File: src/rtl/sys_bus_pkg.sv
// Shared types and default address map for the system bus controller.
package sys_bus_pkg;

    localparam int unsigned BUS_ADDR_W = 32;
    localparam int unsigned BUS_DATA_W = 32;
    localparam int unsigned DEF_N_SLV  = 2;

    // Default windows: memory at 0x000-0x3FF, I/O at 0x400-0x7FF.
    localparam logic [31:0] MEM_BASE = 32'h0000_0000;
    localparam logic [31:0] IO_BASE  = 32'h0000_0400;
    localparam logic [31:0] WIN_MASK = 32'hFFFF_FC00;

    localparam logic [63:0] DEF_SLV_BASE = {IO_BASE, MEM_BASE};
    localparam logic [63:0] DEF_SLV_MASK = {WIN_MASK, WIN_MASK};

    typedef enum logic [1:0] {
        ST_IDLE   = 2'd0,
        ST_ACCESS = 2'd1,
        ST_RESP   = 2'd2
    } bus_state_e;

endpackage

File: src/rtl/sys_bus_ctrl_if.sv
// Bus bundle between the CPU, the controller and the slaves.
interface sys_bus_ctrl_if #(
    parameter int unsigned ADDR_W = sys_bus_pkg::BUS_ADDR_W,
    parameter int unsigned DATA_W = sys_bus_pkg::BUS_DATA_W,
    parameter int unsigned N_SLV  = sys_bus_pkg::DEF_N_SLV
);
    // CPU side
    logic                    m_req;
    logic                    m_we;
    logic [ADDR_W-1:0]       m_addr;
    logic [DATA_W-1:0]       m_wdata;
    logic [DATA_W-1:0]       m_rdata;
    logic                    m_ack;
    logic                    m_err;
    logic                    busy;
    // Slave side
    logic [N_SLV-1:0]        s_sel;
    logic                    s_we;
    logic [ADDR_W-1:0]       s_addr;
    logic [DATA_W-1:0]       s_wdata;
    logic [N_SLV*DATA_W-1:0] s_rdata;
    logic [N_SLV-1:0]        s_ready;

    // The controller masters the system bus: it answers the CPU and drives the slaves.
    modport master (
        input  m_req, m_we, m_addr, m_wdata, s_rdata, s_ready,
        output m_rdata, m_ack, m_err, busy, s_sel, s_we, s_addr, s_wdata
    );

    // Environment view: CPU requests plus slave responses.
    modport slave (
        output m_req, m_we, m_addr, m_wdata, s_rdata, s_ready,
        input  m_rdata, m_ack, m_err, busy, s_sel, s_we, s_addr, s_wdata
    );

endinterface

File: src/rtl/sys_bus_decoder.sv
// Address-window decoder: one-hot select, lowest matching window wins.
module sys_bus_decoder
    import sys_bus_pkg::*;
#(
    parameter int unsigned             ADDR_W   = BUS_ADDR_W,
    parameter int unsigned             N_SLV    = DEF_N_SLV,
    parameter logic [N_SLV*ADDR_W-1:0] SLV_BASE = DEF_SLV_BASE,
    parameter logic [N_SLV*ADDR_W-1:0] SLV_MASK = DEF_SLV_MASK
) (
    input  logic [ADDR_W-1:0] addr_i,
    output logic [N_SLV-1:0]  sel_o,
    output logic              hit_o
);

    logic found;

    // Priority scan from window 0 upward; first match claims the access.
    always_comb begin
        sel_o = '0;
        found = 1'b0;
        for (int unsigned i = 0; i < N_SLV; i++) begin
            if (!found &&
                ((addr_i & SLV_MASK[i*ADDR_W +: ADDR_W]) == SLV_BASE[i*ADDR_W +: ADDR_W])) begin
                sel_o[i] = 1'b1;
                found    = 1'b1;
            end
        end
        hit_o = found;
    end

endmodule

File: src/rtl/sys_bus_ctrl.sv
// Single-master bus controller: window decode, wait-state handshake, timeout, error response.
module sys_bus_ctrl
    import sys_bus_pkg::*;
#(
    parameter int unsigned             ADDR_W   = BUS_ADDR_W,
    parameter int unsigned             DATA_W   = BUS_DATA_W,
    parameter int unsigned             N_SLV    = DEF_N_SLV,
    parameter logic [N_SLV*ADDR_W-1:0] SLV_BASE = DEF_SLV_BASE,
    parameter logic [N_SLV*ADDR_W-1:0] SLV_MASK = DEF_SLV_MASK,
    parameter int unsigned             TIMEOUT  = 16
) (
    input  logic          clk,
    input  logic          rst,
    sys_bus_ctrl_if.master bus
);

    localparam int unsigned CNT_W = $clog2(TIMEOUT) + 1;
    localparam logic [CNT_W-1:0] CNT_LAST = CNT_W'(TIMEOUT - 1);

    bus_state_e        state_q, state_d;
    logic [N_SLV-1:0]  sel_q, sel_d;
    logic              we_q, we_d;
    logic [ADDR_W-1:0] addr_q, addr_d;
    logic [DATA_W-1:0] wdata_q, wdata_d;
    logic [DATA_W-1:0] rdata_q, rdata_d;
    logic              ack_q, ack_d;
    logic              err_q, err_d;
    logic              busy_q, busy_d;
    logic [CNT_W-1:0]  cnt_q, cnt_d;

    logic [N_SLV-1:0]  dec_sel;
    logic              dec_hit;
    logic              sel_ready;
    logic [DATA_W-1:0] sel_rdata;

    sys_bus_decoder #(
        .ADDR_W   (ADDR_W),
        .N_SLV    (N_SLV),
        .SLV_BASE (SLV_BASE),
        .SLV_MASK (SLV_MASK)
    ) u_dec (
        .addr_i (bus.m_addr),
        .sel_o  (dec_sel),
        .hit_o  (dec_hit)
    );

    // Ready and read data of the currently selected slave only; sel_q is zero outside ACCESS.
    always_comb begin
        sel_ready = |(bus.s_ready & sel_q);
        sel_rdata = '0;
        for (int unsigned i = 0; i < N_SLV; i++) begin
            if (sel_q[i]) begin
                sel_rdata = sel_rdata | bus.s_rdata[i*DATA_W +: DATA_W];
            end
        end
    end

    // Next-state and next-register logic.
    always_comb begin
        state_d = state_q;
        sel_d   = sel_q;
        we_d    = we_q;
        addr_d  = addr_q;
        wdata_d = wdata_q;
        rdata_d = rdata_q;
        err_d   = err_q;
        cnt_d   = cnt_q;
        ack_d   = 1'b0;

        unique case (state_q)
            ST_IDLE: begin
                if (bus.m_req) begin
                    if (dec_hit) begin
                        state_d = ST_ACCESS;
                        sel_d   = dec_sel;
                        we_d    = bus.m_we;
                        addr_d  = bus.m_addr;
                        wdata_d = bus.m_wdata;
                        cnt_d   = '0;
                    end else begin
                        state_d = ST_RESP;
                        err_d   = 1'b1;
                        rdata_d = '0;
                        ack_d   = 1'b1;
                    end
                end
            end
            ST_ACCESS: begin
                // Ready is checked before the timeout so it wins on the last permitted cycle.
                if (sel_ready) begin
                    state_d = ST_RESP;
                    rdata_d = we_q ? '0 : sel_rdata;
                    err_d   = 1'b0;
                    ack_d   = 1'b1;
                    sel_d   = '0;
                    we_d    = 1'b0;
                end else if (cnt_q == CNT_LAST) begin
                    state_d = ST_RESP;
                    rdata_d = '0;
                    err_d   = 1'b1;
                    ack_d   = 1'b1;
                    sel_d   = '0;
                    we_d    = 1'b0;
                end else begin
                    cnt_d = cnt_q + CNT_W'(1);
                end
            end
            ST_RESP: begin
                state_d = ST_IDLE;
                err_d   = 1'b0;
            end
            default: begin
                state_d = ST_IDLE;
                sel_d   = '0;
                we_d    = 1'b0;
                err_d   = 1'b0;
            end
        endcase

        busy_d = (state_d != ST_IDLE);
    end

    // State and output registers; reset aborts any access in flight.
    always_ff @(posedge clk or posedge rst) begin
        if (rst) begin
            state_q <= ST_IDLE;
            sel_q   <= '0;
            we_q    <= 1'b0;
            addr_q  <= '0;
            wdata_q <= '0;
            rdata_q <= '0;
            ack_q   <= 1'b0;
            err_q   <= 1'b0;
            busy_q  <= 1'b0;
            cnt_q   <= '0;
        end else begin
            state_q <= state_d;
            sel_q   <= sel_d;
            we_q    <= we_d;
            addr_q  <= addr_d;
            wdata_q <= wdata_d;
            rdata_q <= rdata_d;
            ack_q   <= ack_d;
            err_q   <= err_d;
            busy_q  <= busy_d;
            cnt_q   <= cnt_d;
        end
    end

    assign bus.m_rdata = rdata_q;
    assign bus.m_ack   = ack_q;
    assign bus.m_err   = err_q;
    assign bus.busy    = busy_q;
    assign bus.s_sel   = sel_q;
    assign bus.s_we    = we_q;
    assign bus.s_addr  = addr_q;
    assign bus.s_wdata = wdata_q;

endmodule

File: src/flat_wrapper.sv
// flat-port wrapper written by rule: the top's interface ports become plain ports
module sys_bus_ctrl_flat import sys_bus_pkg::*;
#(
    parameter int unsigned             ADDR_W   = BUS_ADDR_W,
    parameter int unsigned             DATA_W   = BUS_DATA_W,
    parameter int unsigned             N_SLV    = DEF_N_SLV,
    parameter logic [N_SLV*ADDR_W-1:0] SLV_BASE = DEF_SLV_BASE,
    parameter logic [N_SLV*ADDR_W-1:0] SLV_MASK = DEF_SLV_MASK,
    parameter int unsigned             TIMEOUT  = 16
)
  (clk, rst, bus_m_req, bus_m_we, bus_m_addr, bus_m_wdata, bus_s_rdata, bus_s_ready, bus_m_rdata, bus_m_ack, bus_m_err, bus_busy, bus_s_sel, bus_s_we, bus_s_addr, bus_s_wdata);
  sys_bus_ctrl_if #(.ADDR_W(ADDR_W), .DATA_W(DATA_W), .N_SLV(N_SLV)) bus_i ();
  input  logic clk;
  input  logic rst;
  input wire logic [$bits(bus_i.m_req)-1:0] bus_m_req;
  input wire logic [$bits(bus_i.m_we)-1:0] bus_m_we;
  input wire logic [$bits(bus_i.m_addr)-1:0] bus_m_addr;
  input wire logic [$bits(bus_i.m_wdata)-1:0] bus_m_wdata;
  input wire logic [$bits(bus_i.s_rdata)-1:0] bus_s_rdata;
  input wire logic [$bits(bus_i.s_ready)-1:0] bus_s_ready;
  output wire logic [$bits(bus_i.m_rdata)-1:0] bus_m_rdata;
  output wire logic [$bits(bus_i.m_ack)-1:0] bus_m_ack;
  output wire logic [$bits(bus_i.m_err)-1:0] bus_m_err;
  output wire logic [$bits(bus_i.busy)-1:0] bus_busy;
  output wire logic [$bits(bus_i.s_sel)-1:0] bus_s_sel;
  output wire logic [$bits(bus_i.s_we)-1:0] bus_s_we;
  output wire logic [$bits(bus_i.s_addr)-1:0] bus_s_addr;
  output wire logic [$bits(bus_i.s_wdata)-1:0] bus_s_wdata;
  assign bus_i.m_req = bus_m_req;
  assign bus_i.m_we = bus_m_we;
  assign bus_i.m_addr = bus_m_addr;
  assign bus_i.m_wdata = bus_m_wdata;
  assign bus_i.s_rdata = bus_s_rdata;
  assign bus_i.s_ready = bus_s_ready;
  assign bus_m_rdata = bus_i.m_rdata;
  assign bus_m_ack = bus_i.m_ack;
  assign bus_m_err = bus_i.m_err;
  assign bus_busy = bus_i.busy;
  assign bus_s_sel = bus_i.s_sel;
  assign bus_s_we = bus_i.s_we;
  assign bus_s_addr = bus_i.s_addr;
  assign bus_s_wdata = bus_i.s_wdata;
  sys_bus_ctrl #(.ADDR_W(ADDR_W), .DATA_W(DATA_W), .N_SLV(N_SLV), .SLV_BASE(SLV_BASE), .SLV_MASK(SLV_MASK), .TIMEOUT(TIMEOUT)) u_core (.clk(clk), .rst(rst), .bus(bus_i));
endmodule
File: config.mk
export PLATFORM = sky130hd
export DESIGN_NAME = sys_bus_ctrl_flat
export DESIGN_NICKNAME = d
export VERILOG_FILES = /design/src/rtl/sys_bus_pkg.sv /design/src/rtl/sys_bus_ctrl_if.sv /design/src/rtl/sys_bus_decoder.sv /design/src/rtl/sys_bus_ctrl.sv /design/src/flat_wrapper.sv
export SDC_FILE = /design/constraint.sdc
export NUM_CORES = 1
export LEC_CHECK = 0
export ABC_AREA = 1
export CAP_MARGIN = 10
export CORE_UTILIZATION = 39
export CTS_CLUSTER_DIAMETER = 30
export DETAILED_ROUTE_END_ITERATION = 7
export GPL_TIMING_DRIVEN = 0
export HOLD_SLACK_MARGIN = 0.15
export PLACE_DENSITY = 0.78
export SLEW_MARGIN = 15
export SYNTH_ARGS = -nofsm -noshare
export SYNTH_HDL_FRONTEND = slang
export SYNTH_HIERARCHICAL = 1
export SYNTH_SLANG_ARGS = --single-unit
File: constraint.sdc
create_clock -name clk -period 6.1 [get_ports clk]
set_input_delay 1.22 -clock clk [delete_from_list [all_inputs] [get_ports clk]]
set_output_delay 1.22 -clock clk [all_outputs]
set_load 0.05 [all_outputs]
==> results of run 1 <==
-- cell usage in the layout, fill, tap and decap left out --
| cell type | instances |
|---|---|
| nor3_1 | 1 |
| nand3_1 | 37 |
| buf_6 | 5 |
| nor2_4 | 1 |
| clkbuf_8 | 3 |
| buf_16 | 1 |
| o21ai_0 | 8 |
| nand4_1 | 3 |
| inv_1 | 8 |
| clkbuf_16 | 9 |
| inv_6 | 1 |
| nand2_2 | 14 |
| nand3_2 | 1 |
| a21oi_1 | 2 |
| nor2_2 | 1 |
| or2_1 | 1 |
| ha_1 | 2 |
| clkinvlp_4 | 1 |
| dfrtp_1 | 109 |
| or2_2 | 1 |
| buf_4 | 9 |
| nor2_1 | 22 |
| clkbuf_1 | 8 |
| a22o_1 | 32 |
| nand2_1 | 282 |
| clkdlybuf4s50_1 | 235 |
| inv_4 | 1 |
| inv_2 | 5 |
| buf_2 | 10 |
| clkinv_4 | 1 |
-- layout make-up --
| class | instances | area, µm² | area share [%] |
|---|---|---|---|
| inverter | 15 | 63.8 | 0.831 |
| buffer | 30 | 196 | 2.56 |
| multi-input combinational | 408 | 1830 | 23.9 |
| sequential | 109 | 2730 | 35.5 |
| clock inverter | 2 | 16.3 | 0.212 |
| tap | 147 | 184 | 2.40 |
| timing repair buffer | 236 | 2380 | 31.0 |
| clock buffer | 14 | 274 | 3.57 |
-- layer usage --
metal / vias to the layer above / wire length (µm)
li1: 2279 / -
met1: 2193 / 5800
met2: 147 / 7190
met3: 32 / 711
met4: 0 / 521
met5: - / 0
-- per-stage QoR --
step           instances  hold WS [ns]  area, µm²
2_1_floorplan        562         0.468       4820
3_3_place_gp         944         0.453       7350
3_5_place_dp         945         0.458       7380
4_1_cts              961         0.473       7670
5_1_grt              961         0.501       7670
6_report             961         0.472       7670
-- flip-flops by register name, summed over array words and instances (netlist names) --
register and flops:
u_core/bus.busy 1, u_core/bus.m_ack 1, u_core/bus.m_err 1, u_core/bus.m_rdata 32
u_core/bus.s_addr 32, u_core/bus.s_sel 2, u_core/bus.s_wdata 32, u_core/bus.s_we 1
u_core/cnt_q 5, u_core/state_q 2
-- cell families (layout without fill, tap and decap cells) --
logic type / count (synthesis) / after routing
buffers and inverters: 45 / 297
AOI/OAI and AO/OA: 42 / 42
adders and majority gates: 2 / 2
DFF: 109 / 109
and+or+nand+nor: 364 / 364
-- worst register-to-register path, cell delays in order, from the launching register on --
cell	delay, ns
dfrtp_1	0.42
ha_1	0.23
nand2_1	0.08
nor2_1	0.04
ha_1	0.17
inv_1	0.08
nand3_1	0.08
nand2_1	0.12
nand2_2	0.09
inv_4	0.10
buf_6	0.17
nand2_2	0.07
nand2_1	0.06
-- Yosys cell counts --
library cell,count
a21oi_1,2
nand3_1,37
buf_2,10
inv_4,1
a22o_1,32
buf_6,5
or2_2,1
or2_1,1
clkbuf_1,6
nand3_2,1
buf_4,9
nand4_1,3
nor2_4,1
ha_1,2
nand2_1,282
inv_1,9
dfrtp_1,109
o21ai_0,8
nand2_2,14
nor2_1,22
nor2_2,1
nor3_1,1
inv_2,5
-- how the worst min path moves through the flow --
stage                                        from                            endpoint  slack (ns)  cells past startpoint
2_1_floorplan         u_core/cnt_q[1]$_DFFE_PP0P_         u_core/cnt_q[1]$_DFFE_PP0P_        0.47                      2
3_3_place_gp   u_core/bus.m_rdata[24]$_DFFE_PP0P_  u_core/bus.m_rdata[24]$_DFFE_PP0P_        0.45                      2
3_5_place_dp   u_core/bus.m_rdata[24]$_DFFE_PP0P_  u_core/bus.m_rdata[24]$_DFFE_PP0P_        0.46                      2
4_1_cts        u_core/bus.m_rdata[24]$_DFFE_PP0P_  u_core/bus.m_rdata[24]$_DFFE_PP0P_        0.47                      2
5_1_grt        u_core/bus.m_rdata[16]$_DFFE_PP0P_  u_core/bus.m_rdata[16]$_DFFE_PP0P_        0.50                      2
6_report       u_core/bus.m_rdata[24]$_DFFE_PP0P_  u_core/bus.m_rdata[24]$_DFFE_PP0P_        0.47                      2
-- power by group --
group | leakage (µW) | internal [µW] | switching [µW] | total (µW)
clock network | 0.000139 | 312 | 248 | 560
logic | 0.00217 | 85.1 | 48.0 | 133
registers | 0.00151 | 724 | 1.42 | 726
total | 0.00381 | 1120 | 298 | 1420
==> results.yml, run 1 <==
cells_and_area:
  postLayoutCoreUtil_pct: 63.9
  nFillCells: 1041
  drive_gt1_share_pct: 7.86
  nets: 945
  antenna_cells: 0
  syn_to_final_growth_pct: 59.4
die:
  die_w_um: 113
  io_pins: 236
  core_area_mm2: 0.0120
  die-area_mm2: 0.0128
  die_y_um: 113
  row_count: 40
  start_util_pct: 40.1
detailed_routing:
  drtIter0Drc: 240
  drt_wl_total_um: 14200
  vias_per_cell: 4.84
  num_vias: 4651
  first_pass_iters: 4
  drc_errors: 0
  wire_per_inst_um: 14.8
  ant_nets: 0
clock_network:
  cts-root-buf: "clkbuf_16"
  cts_buffers: 9
  clk_pin_slew_ns: 0.07
  h-tree-depth: 3
  clk_latency_ns: 0.34
  cts-resized-gates: 0
  cts_sinks: 109
  cts_tree: "built"
  ctsHoldBuffers: 0
  clockBufferDepth: 2
  post_cts_buffers: 0
setup_path:
  rr_worst_depth: 12
  start_kind: "primary input"
  rr_endpoint: "u_core/bus.m_rdata[4]$_DFFE_PP0P_"
  crit_top_cell: "nand2_1"
  worstSetupEndpointType: "register"
  required_ns: 6.38
  critical_path_buf_inv_count: 4
  max_stage_delay_ns: 0.42
  critical_path_class: "in2reg"
  reg2reg_slack_ns: 4.34
  crit_end: "u_core/bus.s_wdata[28]$_DFFE_PP0P_"
  crit_family: "simple AND/OR/NAND/NOR gates"
  cp.arrival_ns: 3.17
  cp_slowest_cell: "clkdlybuf4s50_1"
  crit_chain: "clkdlybuf4s50_1 -> or2_1 -> nor2_1 -> nand2_1 -> nor2_1 -> nand2_1 -> inv_1 -> nand2_2 -> inv_2 -> buf_2 -> nand2_1 -> nand2_1"
  startpoint: "bus_m_addr[31]"
  path_max_fanout: 10
  path_depth: 12
  rr_startpoint: "u_core/cnt_q[0]$_DFFE_PP0P_"
job:
  drv_cap: 0
global_route:
  overflow: 0
  grt_util_met1_pct: 27.2
  grt_pass1_wl_um: 22700
  grt_max_degree: 65
  grt_pass1_vias: 4628
  antenna_found_initial: 0
  met3_usage_pct: 3.43
  top_usage_layer: "met2"
  track_usage_pct: 22.4
  use_met2_pct: 38.7
synth:
  synth-warning-count: 6
  synth_compound_area_share_pct: 6.86
  syn_avg_cell_area_um2: 8.57
  synth_top_family_by_area: "simple AND/OR/NAND/NOR gates"
  synth_largest_area_cell: "dfrtp_1"
  yosysTopAreaCellShare_pct: 56.6
  synth-simple-area-share_pct: 30.7
  postSynthCellCount: 562
  ys_seq_area_share_pct: 56.6
  netlist_top_cells_area: "dfrtp_1 57%, nand2_1 22%, a22o_1 5.8%, nand3_1 3.8%, nand2_2 1.8%"
  synth.ff_latch_count: 109
  netlist_area_mm2: 0.00482
  synth_xor_area_share_pct: 0
  synth_nets: 698
  synthAdderAreaFrac_pct: 0.520
  synthMuxAreaShare_pct: 0
  synthDistinctLibCells: 23
sta:
  fmax_mhz: 346
  clock_skew_ns: 0.0112
  fin_crit_ns: 2.89
  tightest_slew_ns: 0.566
  relSlewSlack_pct: 62.1
  drv_slew: 0
  fin_ws_ns: 3.21
  period_share_pct: 47.4
  rsz0062_at_grt: "false"
  setup_viol: 0
  fin_tns_setup_ns: 0
  hold_violations: 0
power_and_ir_drop:
  power_leakage_uw: 0.00381
  vdd_drop_max_mv: 0.120
  p_per_area_mw_per_mm2: 185
  total_power_uw: 1420
worst_hold_path:
  min_path_type: "reg2reg"
place:
  routabilityCongestion: 0.815
  dpl_worst_slack_ns: 2.87
  dp_hpwl_um: 10900
  port_buffers: 235
run_status:
  outcome: "complete, no violations"
Note: power is estimated with default switching activity, not from simulation.
==> inputs of run 2 (changes only) <==
--- a/config.mk
+++ b/config.mk
@@ -7,12 +7,12 @@
 export LEC_CHECK = 0
 export ABC_AREA = 1
 export CAP_MARGIN = 10
-export CORE_UTILIZATION = 39
+export CORE_UTILIZATION = 37
 export CTS_CLUSTER_DIAMETER = 30
 export DETAILED_ROUTE_END_ITERATION = 7
 export GPL_TIMING_DRIVEN = 0
 export HOLD_SLACK_MARGIN = 0.15
-export PLACE_DENSITY = 0.78
+export PLACE_DENSITY = 0.77
 export SLEW_MARGIN = 15
 export SYNTH_ARGS = -nofsm -noshare
 export SYNTH_HDL_FRONTEND = slang
==> constraint.sdc (replaced) <==
create_clock -name clk -period 2.65 [get_ports clk]
set_input_delay 0.53 -clock clk [delete_from_list [all_inputs] [get_ports clk]]
set_output_delay 0.53 -clock clk [all_outputs]
set_load 0.05 [all_outputs]
==> run 2 against run 1 <==
Effect of this change:
- utilization decreased by 3.1 points
- register-to-register slack got worse by 3.4 ns
- worst setup slack got worse by 2.7 ns
- critical endpoint is now u_core/bus.s_wdata[5]$_DFFE_PP0P_
==> results.yml, run 2 (same netlist as run 1, synthesis figures left out) <==
worst_hold_path:
  min_from: "u_core/bus.m_rdata[18]$_DFFE_PP0P_"
  min_path_type: "reg2reg"
  min_path_cells: 2
  holdPathEnd: "u_core/bus.m_rdata[18]$_DFFE_PP0P_"
cells_and_area:
  final_common_cell: "nand2_1"
  nFillCells: 1097
  final_cell_mix: "282 x nand2_1, 235 x clkdlybuf4s50_1, 109 x dfrtp_1"
  syn_to_final_growth_pct: 60.0
  regArea_mm2: 0.00273
  nets: 947
  drive_gt1_share_pct: 7.98
  fin_cells: 987
  antenna_cells: 0
  multiInputGateArea_mm2: 0.00183
detailed_routing:
  drc_errors: 0
  first_pass_iters: 4
  drtIter0Drc: 236
  wire_per_inst_um: 14.6
  num_vias: 4636
  drt_wl_total_um: 14400
  ant_nets: 0
  vias_per_cell: 4.70
sta:
  setup_viol: 0
  relSlewSlack_pct: 60.9
  fin_tns_setup_ns: 0
  whs_ns: 0.471
  hold_violations: 0
  rsz0062_at_grt: "false"
  clock_skew_ns: 0.00398
  drv_slew: 0
  tightest_slew_ns: 0.584
  fmax_mhz: 457
  period_share_pct: 82.6
  fin_crit_ns: 2.19
clock_network:
  post_cts_buffers: 0
  h-tree-depth: 3
  cts-resized-gates: 0
  clk_latency_ns: 0.34
  cts_buffers: 9
  clockBufferDepth: 2
  cts-root-buf: "clkbuf_16"
  cts_sinks: 109
  cts_tree: "built"
  ctsHoldBuffers: 0
  clk_pin_slew_ns: 0.07
die:
  start_util_pct: 38.0
  row_count: 41
  io_pins: 236
  die-area_mm2: 0.0135
  die_w_um: 116
  core_area_mm2: 0.0127
  die_y_um: 116
setup_path:
  cp.arrival_ns: 2.47
  reg2reg_slack_ns: 0.89
  worstSetupEndpointType: "register"
  rr_startpoint: "u_core/cnt_q[0]$_DFFE_PP0P_"
  rr_worst_depth: 10
  required_ns: 2.93
  critical_path_class: "in2reg"
  start_kind: "primary input"
  rr_endpoint: "u_core/cnt_q[1]$_DFFE_PP0P_"
  path_max_fanout: 10
power_and_ir_drop:
  p_comb_share_pct: 9.8
  p_per_area_mw_per_mm2: 414
  vdd_drop_max_mv: 0.327
  switchingPower_uw: 694
  power_leakage_uw: 0.00381
  pwr-share-seq_pct: 52.3
  clockPowerShare_pct: 37.9
  total_power_uw: 3190
  switching_share_pct: 21.7
  p_int_uw: 2500
global_route:
  grt_pass1_vias: 4595
  antenna_found_initial: 0
  grt_pass1_wl_um: 22100
  grt_max_degree: 34
  track_usage_pct: 21.2
  overflow: 0
place:
  dp_cells: 972
  dp_hpwl_um: 11100
  routabilityCongestion: 0.787
  port_buffers: 235
run_status:
  outcome: "complete, no violations"
job:
  drv_cap: 0
run 2: cell count changes in the layout (fill, tap and decap cells not counted):
cell        delta
clkinv_2       +2
clkinvlp_4     +1
inv_6          -1
buf_12         +3
buf_16         -1
clkbuf_8       -3
run 2: worst max path at each step:
stage	start	end	slack, ns	cells past startpoint
floorplan	rst	u_core/bus.busy$_DFF_PP0_	0.80	1
global placement	rst	u_core/bus.s_wdata[21]$_DFFE_PP0P_	-0.23	2
detailed placement	bus_m_addr[31]	u_core/bus.s_wdata[5]$_DFFE_PP0P_	0.13	12
CTS	bus_m_addr[31]	u_core/bus.s_wdata[5]$_DFFE_PP0P_	0.47	12
global route	bus_m_addr[31]	u_core/bus.s_wdata[3]$_DFFE_PP0P_	0.25	12
finish	bus_m_addr[31]	u_core/bus.s_wdata[5]$_DFFE_PP0P_	0.46	12
run 2: critical path: stages:
cell and delay, ns:
clkdlybuf4s50_1 0.42, or2_1 0.24, nor2_1 0.13, nand2_1 0.11
nor2_1 0.20, nand2_1 0.09, inv_1 0.08, nand2_2 0.09
inv_2 0.16, buf_2 0.24, nand2_1 0.08, nand2_1 0.09
run 2: power groups by stage:
stage | Sequential [µW] | Combinational (µW) | Clock [µW]
final | 1670 | 313 | 1210
after CTS | 1670 | 317 | 1260
after floorplan | 1720 | 58.3 | 0
after global placement | 1700 | 299 | 0
after global routing | 1670 | 336 | 1310
after detailed placement | 1700 | 315 | 0
run 2: area by class of cell:
cell class,count,share of cell area (%)
clock buffers,11,3.02
flip-flops and latches,109,35.4
plain buffers,30,2.55
repair buffers,238,31.3
inverters,15,0.812
clock inverters,4,0.341
multi-input cells,408,23.8
well taps,172,2.79
run 2: per-layer routing:
layer / global-route usage [%] / vias to the layer above / share of wire [%]
met3: 6.01 / 19 / 6.1
li1: - / 2276 / -
met2: 38.3 / 138 / 52
met4: 6.24 / 0 / 1.8
met5: 0 / - / 0
met1: 24.3 / 2203 / 40
run 2: per-stage QoR:
stage / utilization (%) / cell area (µm²) / setup slack, ns
floorplan: - / 4820 / 0.805
global placement: 58.3 / 7390 / -0.231
detailed placement: 58.8 / 7450 / 0.127
CTS: 60.8 / 7710 / 0.465
global route: 60.8 / 7710 / 0.252
finish: 60.8 / 7710 / 0.461
